File: config.mk
export PLATFORM = sky130hd
export DESIGN_NAME = synth_ctrl_regbank
export DESIGN_NICKNAME = d
export VERILOG_FILES = /design/src/rtl/synth_ctrl_pkg.sv /design/src/rtl/synth_ctrl_commit_fsm.sv /design/src/rtl/synth_ctrl_regbank.sv
export SDC_FILE = /design/constraint.sdc
export NUM_CORES = 2
export LEC_CHECK = 0
export ABC_CLOCK_PERIOD_IN_PS = 5650
export BUFFER_PORTS_ARGS = -buffer_cell sky130_fd_sc_hd__buf_2
export CAP_MARGIN = 0
export CORE_ASPECT_RATIO = 1.75
export CORE_UTILIZATION = 41
export DETAILED_ROUTE_END_ITERATION = 6
export SETUP_SLACK_MARGIN = 0.3
export SLEW_MARGIN = 20
export SYNTH_ARGS = -nofsm -noshare
export SYNTH_HDL_FRONTEND = slang
export SYNTH_SLANG_ARGS = --single-unit
File: constraint.sdc
create_clock -name CLK -period 5.65 [get_ports CLK]
set_input_delay 1.13 -clock CLK [delete_from_list [all_inputs] [get_ports CLK]]
set_output_delay 1.13 -clock CLK [all_outputs]
set_load 0.05 [all_outputs]
File: src/rtl/synth_ctrl_pkg.sv
// rtl/synth_ctrl_pkg.sv - shared types, address map and helpers for the synth control register bank
//
// Purpose: global parameter struct, word-address map, stored field widths,
//          commit FSM state encoding and the byte-lane mask helper.
// Ports:   none (package).

package synth_ctrl_pkg;

  // Global word map
  localparam int ADDR_SHAPE1      = 0;
  localparam int ADDR_SHAPE0      = 1;
  localparam int ADDR_ATTACK      = 2;
  localparam int ADDR_DECAY       = 3;
  localparam int ADDR_SUSTAIN     = 4;
  localparam int ADDR_RLEASE      = 5;
  localparam int ADDR_GLIDE_EN    = 6;
  localparam int ADDR_GLIDE_RATE  = 7;
  localparam int ADDR_ARP_EN      = 8;
  localparam int ADDR_ARP_TIME    = 9;
  localparam int ADDR_PINGPONG_EN = 10;
  localparam int ADDR_PANNING     = 11;
  localparam int ADDR_AUTO_PAN_EN = 12;
  localparam int ADDR_COMMIT      = 14;
  localparam int ADDR_STATUS      = 15;

  // Voice groups: base + stride*v, fields KEY, FREQ, AMP1, AMP0 at +0..+3
  localparam int VOICE_BASE   = 16;
  localparam int VOICE_STRIDE = 4;

  // Stored field widths
  localparam int W_SHAPE      = 2;
  localparam int W_ENV        = 16;
  localparam int W_GLIDE_RATE = 25;
  localparam int W_ARP_TIME   = 16;
  localparam int W_PANNING    = 16;
  localparam int W_FREQ       = 7;
  localparam int W_AMP        = 16;

  typedef struct packed {
    logic [W_SHAPE-1:0]      shape1;
    logic [W_SHAPE-1:0]      shape0;
    logic [W_ENV-1:0]        attack;
    logic [W_ENV-1:0]        decay;
    logic [W_ENV-1:0]        sustain;
    logic [W_ENV-1:0]        rlease;
    logic                    glide_en;
    logic [W_GLIDE_RATE-1:0] glide_rate;
    logic                    arp_en;
    logic [W_ARP_TIME-1:0]   arp_time;
    logic                    pingpong_en;
    logic [W_PANNING-1:0]    panning;
    logic                    auto_pan_en;
  } synth_cfg_t;

  typedef enum logic {
    ST_IDLE,
    ST_PENDING
  } commit_state_e;

  // Expand 4 byte enables into a 32-bit bit mask
  function automatic logic [31:0] byte_mask(input logic [3:0] be);
    logic [31:0] m;
    for (int i = 0; i < 4; i++) begin
      m[8*i +: 8] = {8{be[i]}};
    end
    return m;
  endfunction

endpackage

File: src/rtl/synth_ctrl_commit_fsm.sv
// rtl/synth_ctrl_commit_fsm.sv - shadow-to-active commit sequencer with status and interrupt
//
// Purpose: tracks a pending commit, releases it on the next frame tick, counts
//          completed commits and drives the commit-done interrupt.
// Ports:   clk, resetn     - clock, synchronous active-low reset
//          frame_tick      - audio sample boundary pulse
//          commit_req      - commit strobe write accepted this cycle
//          done_clr        - W1C of the done flag this cycle
//          irq_en          - interrupt enable as it will be after this edge
//          copy_en         - combinational: copy shadow to active on this edge
//          pending, done   - status flags
//          commit_count    - completed commit counter (wraps)
//          irq             - registered done & irq_en

module synth_ctrl_commit_fsm
  import synth_ctrl_pkg::*;
(
  input  logic        clk,
  input  logic        resetn,
  input  logic        frame_tick,
  input  logic        commit_req,
  input  logic        done_clr,
  input  logic        irq_en,
  output logic        copy_en,
  output logic        pending,
  output logic        done,
  output logic [15:0] commit_count,
  output logic        irq
);

  commit_state_e state_q, state_d;
  logic          done_q, done_d;
  logic [15:0]   count_q, count_d;
  logic          irq_q, irq_d;

  always_comb begin
    state_d = state_q;
    done_d  = done_q;
    count_d = count_q;
    // Must be combinational so the copy lands on the tick edge itself
    copy_en = (state_q == ST_PENDING) && frame_tick;
    if (done_clr) done_d = 1'b0;
    case (state_q)
      ST_IDLE: begin
        // A tick in the same cycle as the request is not used for the copy
        if (commit_req) state_d = ST_PENDING;
      end
      ST_PENDING: begin
        if (frame_tick) begin
          state_d = ST_IDLE;
          count_d = count_q + 16'd1;
          done_d  = 1'b1; // completion overrides a coincident clear
        end
      end
      default: state_d = ST_IDLE;
    endcase
    irq_d = done_d & irq_en;
  end

  always_ff @(posedge clk) begin
    if (!resetn) begin
      state_q <= ST_IDLE;
      done_q  <= 1'b0;
      count_q <= 16'd0;
      irq_q   <= 1'b0;
    end else begin
      state_q <= state_d;
      done_q  <= done_d;
      count_q <= count_d;
      irq_q   <= irq_d;
    end
  end

  assign pending      = (state_q == ST_PENDING);
  assign done         = done_q;
  assign commit_count = count_q;
  assign irq          = irq_q;

endmodule

File: src/rtl/synth_ctrl_regbank.sv
// rtl/synth_ctrl_regbank.sv - double-buffered Avalon-MM control register bank for the synth
//
// Purpose: CPU writes a shadow bank with byte-lane masking; a commit copies the
//          whole shadow bank to the active outputs on the next frame tick.
//          Reads are registered with a one-cycle valid strobe.
// Ports:   CLK, RESET                       - clock, synchronous active-low reset
//          FRAME_TICK                       - audio sample boundary pulse
//          AVL_*                            - Avalon-MM slave (word addressed)
//          CFG, KEY, FREQ, AMP1, AMP0       - active parameters
//          IRQ                              - commit-done interrupt

module synth_ctrl_regbank
  import synth_ctrl_pkg::*;
#(
  parameter int NUM_VOICES = 8,
  parameter int ADDR_W     = 6
) (
  input  logic                     CLK,
  input  logic                     RESET,
  input  logic                     FRAME_TICK,
  input  logic [ADDR_W-1:0]        AVL_ADDR,
  input  logic [3:0]               AVL_BYTE_EN,
  input  logic                     AVL_READ,
  input  logic                     AVL_WRITE,
  input  logic                     AVL_CS,
  input  logic [31:0]              AVL_WRITEDATA,
  output logic [31:0]              AVL_READDATA,
  output logic                     AVL_READDATAVALID,
  output synth_cfg_t               CFG,
  output logic [NUM_VOICES-1:0]    KEY,
  output logic [7*NUM_VOICES-1:0]  FREQ,
  output logic [16*NUM_VOICES-1:0] AMP1,
  output logic [16*NUM_VOICES-1:0] AMP0,
  output logic                     IRQ
);

  if (NUM_VOICES < 1 || NUM_VOICES > 32 ||
      VOICE_BASE + VOICE_STRIDE * NUM_VOICES > (1 << ADDR_W)) begin : g_bad_param
    $error("synth_ctrl_regbank: NUM_VOICES does not fit the address space");
  end

  synth_cfg_t                sh_cfg_q, sh_cfg_d, act_cfg_q, act_cfg_d;
  logic [NUM_VOICES-1:0]     sh_key_q, sh_key_d, act_key_q, act_key_d;
  logic [7*NUM_VOICES-1:0]   sh_freq_q, sh_freq_d, act_freq_q, act_freq_d;
  logic [16*NUM_VOICES-1:0]  sh_amp1_q, sh_amp1_d, act_amp1_q, act_amp1_d;
  logic [16*NUM_VOICES-1:0]  sh_amp0_q, sh_amp0_d, act_amp0_q, act_amp0_d;
  logic                      irq_en_q, irq_en_d;
  logic [31:0]               rdata_q, rdata_d;
  logic                      rvalid_q, rvalid_d;

  logic        wr, rd, is_voice, copy_en, pending, done, commit_req, done_clr;
  logic [15:0] commit_count;
  int          addr_i, vi, fld;
  logic [31:0] cur_val, wr_val;

  // Decode and current-value mux; the mux also feeds the byte-merge on writes
  always_comb begin
    wr       = AVL_WRITE & AVL_CS;
    rd       = AVL_READ & AVL_CS;
    addr_i   = int'(AVL_ADDR);
    is_voice = (addr_i >= VOICE_BASE) && (addr_i < VOICE_BASE + VOICE_STRIDE * NUM_VOICES);
    vi       = (addr_i - VOICE_BASE) / VOICE_STRIDE;
    fld      = (addr_i - VOICE_BASE) % VOICE_STRIDE;
    cur_val  = 32'd0;
    if (is_voice) begin
      for (int v = 0; v < NUM_VOICES; v++) begin
        if (vi == v) begin
          case (fld)
            0:       cur_val = 32'(sh_key_q[v]);
            1:       cur_val = 32'(sh_freq_q[7*v +: 7]);
            2:       cur_val = 32'(sh_amp1_q[16*v +: 16]);
            default: cur_val = 32'(sh_amp0_q[16*v +: 16]);
          endcase
        end
      end
    end else begin
      case (addr_i)
        ADDR_SHAPE1:      cur_val = 32'(sh_cfg_q.shape1);
        ADDR_SHAPE0:      cur_val = 32'(sh_cfg_q.shape0);
        ADDR_ATTACK:      cur_val = 32'(sh_cfg_q.attack);
        ADDR_DECAY:       cur_val = 32'(sh_cfg_q.decay);
        ADDR_SUSTAIN:     cur_val = 32'(sh_cfg_q.sustain);
        ADDR_RLEASE:      cur_val = 32'(sh_cfg_q.rlease);
        ADDR_GLIDE_EN:    cur_val = 32'(sh_cfg_q.glide_en);
        ADDR_GLIDE_RATE:  cur_val = 32'(sh_cfg_q.glide_rate);
        ADDR_ARP_EN:      cur_val = 32'(sh_cfg_q.arp_en);
        ADDR_ARP_TIME:    cur_val = 32'(sh_cfg_q.arp_time);
        ADDR_PINGPONG_EN: cur_val = 32'(sh_cfg_q.pingpong_en);
        ADDR_PANNING:     cur_val = 32'(sh_cfg_q.panning);
        ADDR_AUTO_PAN_EN: cur_val = 32'(sh_cfg_q.auto_pan_en);
        ADDR_COMMIT:      cur_val = {30'd0, irq_en_q, 1'b0};
        ADDR_STATUS:      cur_val = {commit_count, 14'd0, done, pending};
        default:          cur_val = 32'd0;
      endcase
    end
    wr_val = (cur_val & ~byte_mask(AVL_BYTE_EN)) | (AVL_WRITEDATA & byte_mask(AVL_BYTE_EN));
  end

  // Shadow writes, control strobes, active copy and read pipeline
  always_comb begin
    sh_cfg_d   = sh_cfg_q;
    sh_key_d   = sh_key_q;
    sh_freq_d  = sh_freq_q;
    sh_amp1_d  = sh_amp1_q;
    sh_amp0_d  = sh_amp0_q;
    irq_en_d   = irq_en_q;
    commit_req = wr && addr_i == ADDR_COMMIT && AVL_BYTE_EN[0] && AVL_WRITEDATA[0];
    done_clr   = wr && addr_i == ADDR_STATUS && AVL_BYTE_EN[0] && AVL_WRITEDATA[1];
    if (wr) begin
      if (is_voice) begin
        for (int v = 0; v < NUM_VOICES; v++) begin
          if (vi == v) begin
            case (fld)
              0:       sh_key_d[v]           = wr_val[0];
              1:       sh_freq_d[7*v +: 7]   = wr_val[6:0];
              2:       sh_amp1_d[16*v +: 16] = wr_val[15:0];
              default: sh_amp0_d[16*v +: 16] = wr_val[15:0];
            endcase
          end
        end
      end else begin
        case (addr_i)
          ADDR_SHAPE1:      sh_cfg_d.shape1      = wr_val[W_SHAPE-1:0];
          ADDR_SHAPE0:      sh_cfg_d.shape0      = wr_val[W_SHAPE-1:0];
          ADDR_ATTACK:      sh_cfg_d.attack      = wr_val[W_ENV-1:0];
          ADDR_DECAY:       sh_cfg_d.decay       = wr_val[W_ENV-1:0];
          ADDR_SUSTAIN:     sh_cfg_d.sustain     = wr_val[W_ENV-1:0];
          ADDR_RLEASE:      sh_cfg_d.rlease      = wr_val[W_ENV-1:0];
          ADDR_GLIDE_EN:    sh_cfg_d.glide_en    = wr_val[0];
          ADDR_GLIDE_RATE:  sh_cfg_d.glide_rate  = wr_val[W_GLIDE_RATE-1:0];
          ADDR_ARP_EN:      sh_cfg_d.arp_en      = wr_val[0];
          ADDR_ARP_TIME:    sh_cfg_d.arp_time    = wr_val[W_ARP_TIME-1:0];
          ADDR_PINGPONG_EN: sh_cfg_d.pingpong_en = wr_val[0];
          ADDR_PANNING:     sh_cfg_d.panning     = wr_val[W_PANNING-1:0];
          ADDR_AUTO_PAN_EN: sh_cfg_d.auto_pan_en = wr_val[0];
          ADDR_COMMIT:      if (AVL_BYTE_EN[0]) irq_en_d = AVL_WRITEDATA[1];
          default:          ;
        endcase
      end
    end
    // Copy takes the pre-write shadow (the _q side), so a coincident write waits for the next commit
    act_cfg_d  = copy_en ? sh_cfg_q  : act_cfg_q;
    act_key_d  = copy_en ? sh_key_q  : act_key_q;
    act_freq_d = copy_en ? sh_freq_q : act_freq_q;
    act_amp1_d = copy_en ? sh_amp1_q : act_amp1_q;
    act_amp0_d = copy_en ? sh_amp0_q : act_amp0_q;
    rvalid_d   = rd;
    rdata_d    = rd ? cur_val : 32'd0;
  end

  always_ff @(posedge CLK) begin
    if (!RESET) begin
      sh_cfg_q   <= '0;
      sh_key_q   <= '0;
      sh_freq_q  <= '0;
      sh_amp1_q  <= '0;
      sh_amp0_q  <= '0;
      act_cfg_q  <= '0;
      act_key_q  <= '0;
      act_freq_q <= '0;
      act_amp1_q <= '0;
      act_amp0_q <= '0;
      irq_en_q   <= 1'b0;
      rdata_q    <= 32'd0;
      rvalid_q   <= 1'b0;
    end else begin
      sh_cfg_q   <= sh_cfg_d;
      sh_key_q   <= sh_key_d;
      sh_freq_q  <= sh_freq_d;
      sh_amp1_q  <= sh_amp1_d;
      sh_amp0_q  <= sh_amp0_d;
      act_cfg_q  <= act_cfg_d;
      act_key_q  <= act_key_d;
      act_freq_q <= act_freq_d;
      act_amp1_q <= act_amp1_d;
      act_amp0_q <= act_amp0_d;
      irq_en_q   <= irq_en_d;
      rdata_q    <= rdata_d;
      rvalid_q   <= rvalid_d;
    end
  end

  synth_ctrl_commit_fsm u_commit_fsm (
    .clk          (CLK),
    .resetn       (RESET),
    .frame_tick   (FRAME_TICK),
    .commit_req   (commit_req),
    .done_clr     (done_clr),
    .irq_en       (irq_en_d),
    .copy_en      (copy_en),
    .pending      (pending),
    .done         (done),
    .commit_count (commit_count),
    .irq          (IRQ)
  );

  assign AVL_READDATA      = rdata_q;
  assign AVL_READDATAVALID = rvalid_q;
  assign CFG               = act_cfg_q;
  assign KEY               = act_key_q;
  assign FREQ              = act_freq_q;
  assign AMP1              = act_amp1_q;
  assign AMP0              = act_amp0_q;

endmodule

==> flow_summary.ini <==
[sta]
worst_pin_slew_ns = 1.29
period_needed_ns = 5.16
hold_viol = 0
hold_ws_ns = 0.450
setup_violations = 0
drv_slew = 0
setup_tns_ns = 0
finalCritPeriodShare = 0.913
slew_headroom = 0.129
rsz0062_at_grt = false
final.setup_skew_ns = 0.0269
max_clock_freq_mhz = 194

[yosys]
synth_compound_area_frac = 0.216
muxShareOfSynthArea = 0.0122
yosysTopAreaCell = dfxtp_1
synthDistinctLibCells = 105
ys_seq_elements = 951
yosys.area_share.simple = 0.202
netlist_area_um2 = 37100
synth_seq_area_share = 0.513
synthDominantCellAreaShare = 0.513
synthArstFlopShare = 0
ys.flop_type = dfxtp_1
synthTopCellsByArea = dfxtp_1 51%, nand2_1 11%, a21oi_1 6.8%, nand3_1 5.3%, o21ai_0 4.8%
ys_warn_count = 0
synthesis.nets = 4595
synth_cells = 4536
synth_top_family_by_area = compound AO/OA/AOI/OAI gates
synth_adder_area_share = 0.00401
syn_avg_cell_area_um2 = 8.18
synth_edf_count = 0
synth_xor_area_frac = 0.00354

[pwr]
power.leakage_uw = 0.0162
seqPwrFrac = 0.489
clkPwrFrac = 0.454
netSwitchingFraction = 0.244
intPower_uw = 10400
pwr_density_cell_nw_per_um2 = 311
vdd_drop_max_uv = 237
comb_power_share = 0.057
p_switching_uw = 3340

[global_route]
antenna_found_initial = 5
grt_pass1_wl_mm = 250
grt_max_degree = 200
grt_pass1_vias = 34000
grt-ovfl-total = 0
grtUsageTotal = 0.382

[route]
antenna_left = 0
drt_pass1_iterations = 7
num_vias = 36600
wire_per_inst_um = 29.3
wl_mm = 180
drtIter0Drc = 3967
viasPerCell = 5.95
drc = 5

[cts]
cts_htree_levels = 3
path_clk_slew_ns = 0.06
numCtsBuffers = 87
postCtsHoldBufs = 0
clk_path_buf_depth = 3
clock-sinks = 951
clk_latency_ns = 0.71
cts_root_buf = clkbuf_16
postCtsSetupBuffers = 0
cts_tree = built
cts.repair.resized = 0

[critical_path]
cp_max_fo = 23
cp.required_ns = 6.25
rr_worst_depth = 9
critPathKind = in -> reg
worstSetupStartpointType = input port
r2r_end = sh_amp1_q[51]$_SDFFE_PN0P_
rrSetupSlack_ns = 1.91
cp-end-kind = flip-flop
timing.rr.start = sh_amp1_q[51]$_SDFFE_PN0P_
worst_ep_arrival_time_ns = 5.76

[hold_path]
whs_endpoint = CFG[108]$_SDFFE_PN0P_
hold_depth = 2
hold_class = reg -> reg
hold_start = CFG[108]$_SDFFE_PN0P_

[floorplan]
start_util = 0.415
die_height_um = 400
ioPinCount = 531
dieArea_um2 = 91800
core_um2 = 89400
rows = 145
die_w_um = 229

[place]
place.detailed.hpwl_mm = 133
port_buffers = 523
gp_congestion = 1.07

[run]
maxCapViolCount = 0

[run_status]
status = finished with violations
violations = DRC

[cells_and_area]
finalNetCount = 4958
drive_gt1_frac = 0.190
fill_cells = 8852
synthToLayoutAreaGrowth_pct = 18.8
[power by group through the flow]
stage | clock network [uW] | logic, uW | registers, uW
CTS | 6290 | 750 | 6700
global placement | 0 | 752 | 6860
global route | 6540 | 788 | 6700
floorplan | 0 | 375 | 6860
detailed placement | 0 | 748 | 6860
finish | 6220 | 786 | 6700
[area by class of cell]
type                       count  area (um2)  share of cell area
antenna                        5        12.5            0.000284
clock buffer                 124        2550              0.0578
clock inverter                37         448              0.0102
inverter                      25         101             0.00230
multi-input combinational   3152       16400               0.371
sequential                   951       19000               0.432
tap                         1176        1470              0.0334
timing repair buffer         682        4120              0.0935
[worst max-delay path by stage]
stage / end / from / depth (start not counted) / slack (ns)
after floorplan: sh_amp1_q[18]$_SDFFE_PN0P_ / AVL_ADDR[4] / 21 / 0.63
after global placement: sh_amp0_q[98]$_SDFFE_PN0P_ / AVL_ADDR[4] / 17 / -0.03
after detailed placement: sh_amp0_q[114]$_SDFFE_PN0P_ / AVL_ADDR[4] / 17 / -0.11
after CTS: sh_amp0_q[114]$_SDFFE_PN0P_ / AVL_ADDR[4] / 17 / 0.62
after global routing: sh_amp0_q[98]$_SDFFE_PN0P_ / AVL_ADDR[4] / 17 / 0.38
final: sh_amp0_q[114]$_SDFFE_PN0P_ / AVL_ADDR[4] / 17 / 0.49
[state kept, by name, indices dropped and copies added (netlist names)]
| register | flops |
|---|---|
| sh_freq_q | 56 |
| u_commit_fsm.irq | 1 |
| AMP0 | 128 |
| AMP1 | 128 |
| u_commit_fsm.done | 1 |
| irq_en_q | 1 |
| u_commit_fsm.pending | 1 |
| FREQ | 56 |
| sh_cfg_q | 129 |
| sh_amp1_q | 128 |
| CFG | 129 |
| AVL_READDATAVALID | 1 |
| KEY | 8 |
| sh_amp0_q | 128 |
| sh_key_q | 8 |
| AVL_READDATA | 32 |
| u_commit_fsm.commit_count | 16 |
[logic make-up after synthesis]
| kind of cell | Yosys count |
|---|---|
| multiplexers | 42 |
| AO/OA/AOI/OAI | 1340 |
| XOR/XNOR | 15 |
| adder cells (fa/ha/maj) | 12 |
| flip-flops | 951 |
| AND/OR/NAND/NOR | 1743 |
| buffers and inverters | 433 |
[synthesized netlist by cell type (17+ instances only)]
master and n:
inv_1 23, o21ai_1 98, o22ai_1 36, nor2_1 83, clkbuf_1 299, buf_4 18
nor3_1 28, o21ai_0 354, o221ai_1 30, a21oi_1 507, o21ai_2 21, nand2_1 1125
dfxtp_1 951, a22oi_1 45, nand3_1 390, and3_1 20, buf_2 64, a211oi_1 17
mux2i_1 25, o211ai_1 27, and2_1 20, a221oi_1 17, o31ai_1 22, buf_1 20
[critical path, stage by stage]
cell and delay [ns]:
buf_2 0.14, inv_1 0.12, ha_2 0.19, inv_1 0.05, nor2_1 0.10, ha_1 0.27
nand4_1 0.17, or2_2 0.32, ha_1 0.20, or4_1 0.67, nor3_2 0.59, o211ai_1 0.23
o21ai_1 0.30, o211ai_2 0.14, a31o_4 0.35, or2_4 0.50, o21ai_0 0.27
[layout by cell type (no fill, tap or decap), types with 22 or more instances in the layout]
| cell type | count |
|---|---|
| o21ai_0 | 353 |
| o221ai_1 | 29 |
| mux2i_1 | 24 |
| nand3_1 | 390 |
| nand2_1 | 1124 |
| buf_12 | 24 |
| o31ai_1 | 22 |
| nor2_1 | 81 |
| o211ai_1 | 27 |
| nor3_1 | 28 |
| o21ai_1 | 96 |
| dfxtp_1 | 951 |
| buf_4 | 135 |
| buf_2 | 522 |
| a21oi_1 | 502 |
| clkbuf_16 | 88 |
| inv_1 | 22 |
| a22oi_1 | 45 |
| o22ai_1 | 34 |
| o21ai_2 | 23 |
[per-stage QoR]
stage / cells / worst slack, ns / utilization / power [uW] / cell area [um2]
6_report: 6152 / 0.490 / 0.493 / 13700 / 44100
5_1_grt: 6147 / 0.384 / 0.493 / 14000 / 44100
4_1_cts: 6147 / 0.622 / 0.493 / 13700 / 44100
3_5_place_dp: 5986 / -0.110 / 0.459 / 7600 / 41100
3_3_place_gp: 5986 / -0.0254 / 0.459 / 7610 / 41100
2_1_floorplan: 4536 / 0.626 / - / 7230 / 37100
[per-layer routing]
layer,GRT usage,share of wire
met4,0.346,0.10
met3,0.0610,0.070
met5,0,0.00019
met2,0.624,0.47
met1,0.428,0.36
No activity file was read; power rests on OpenSTA's default activity.
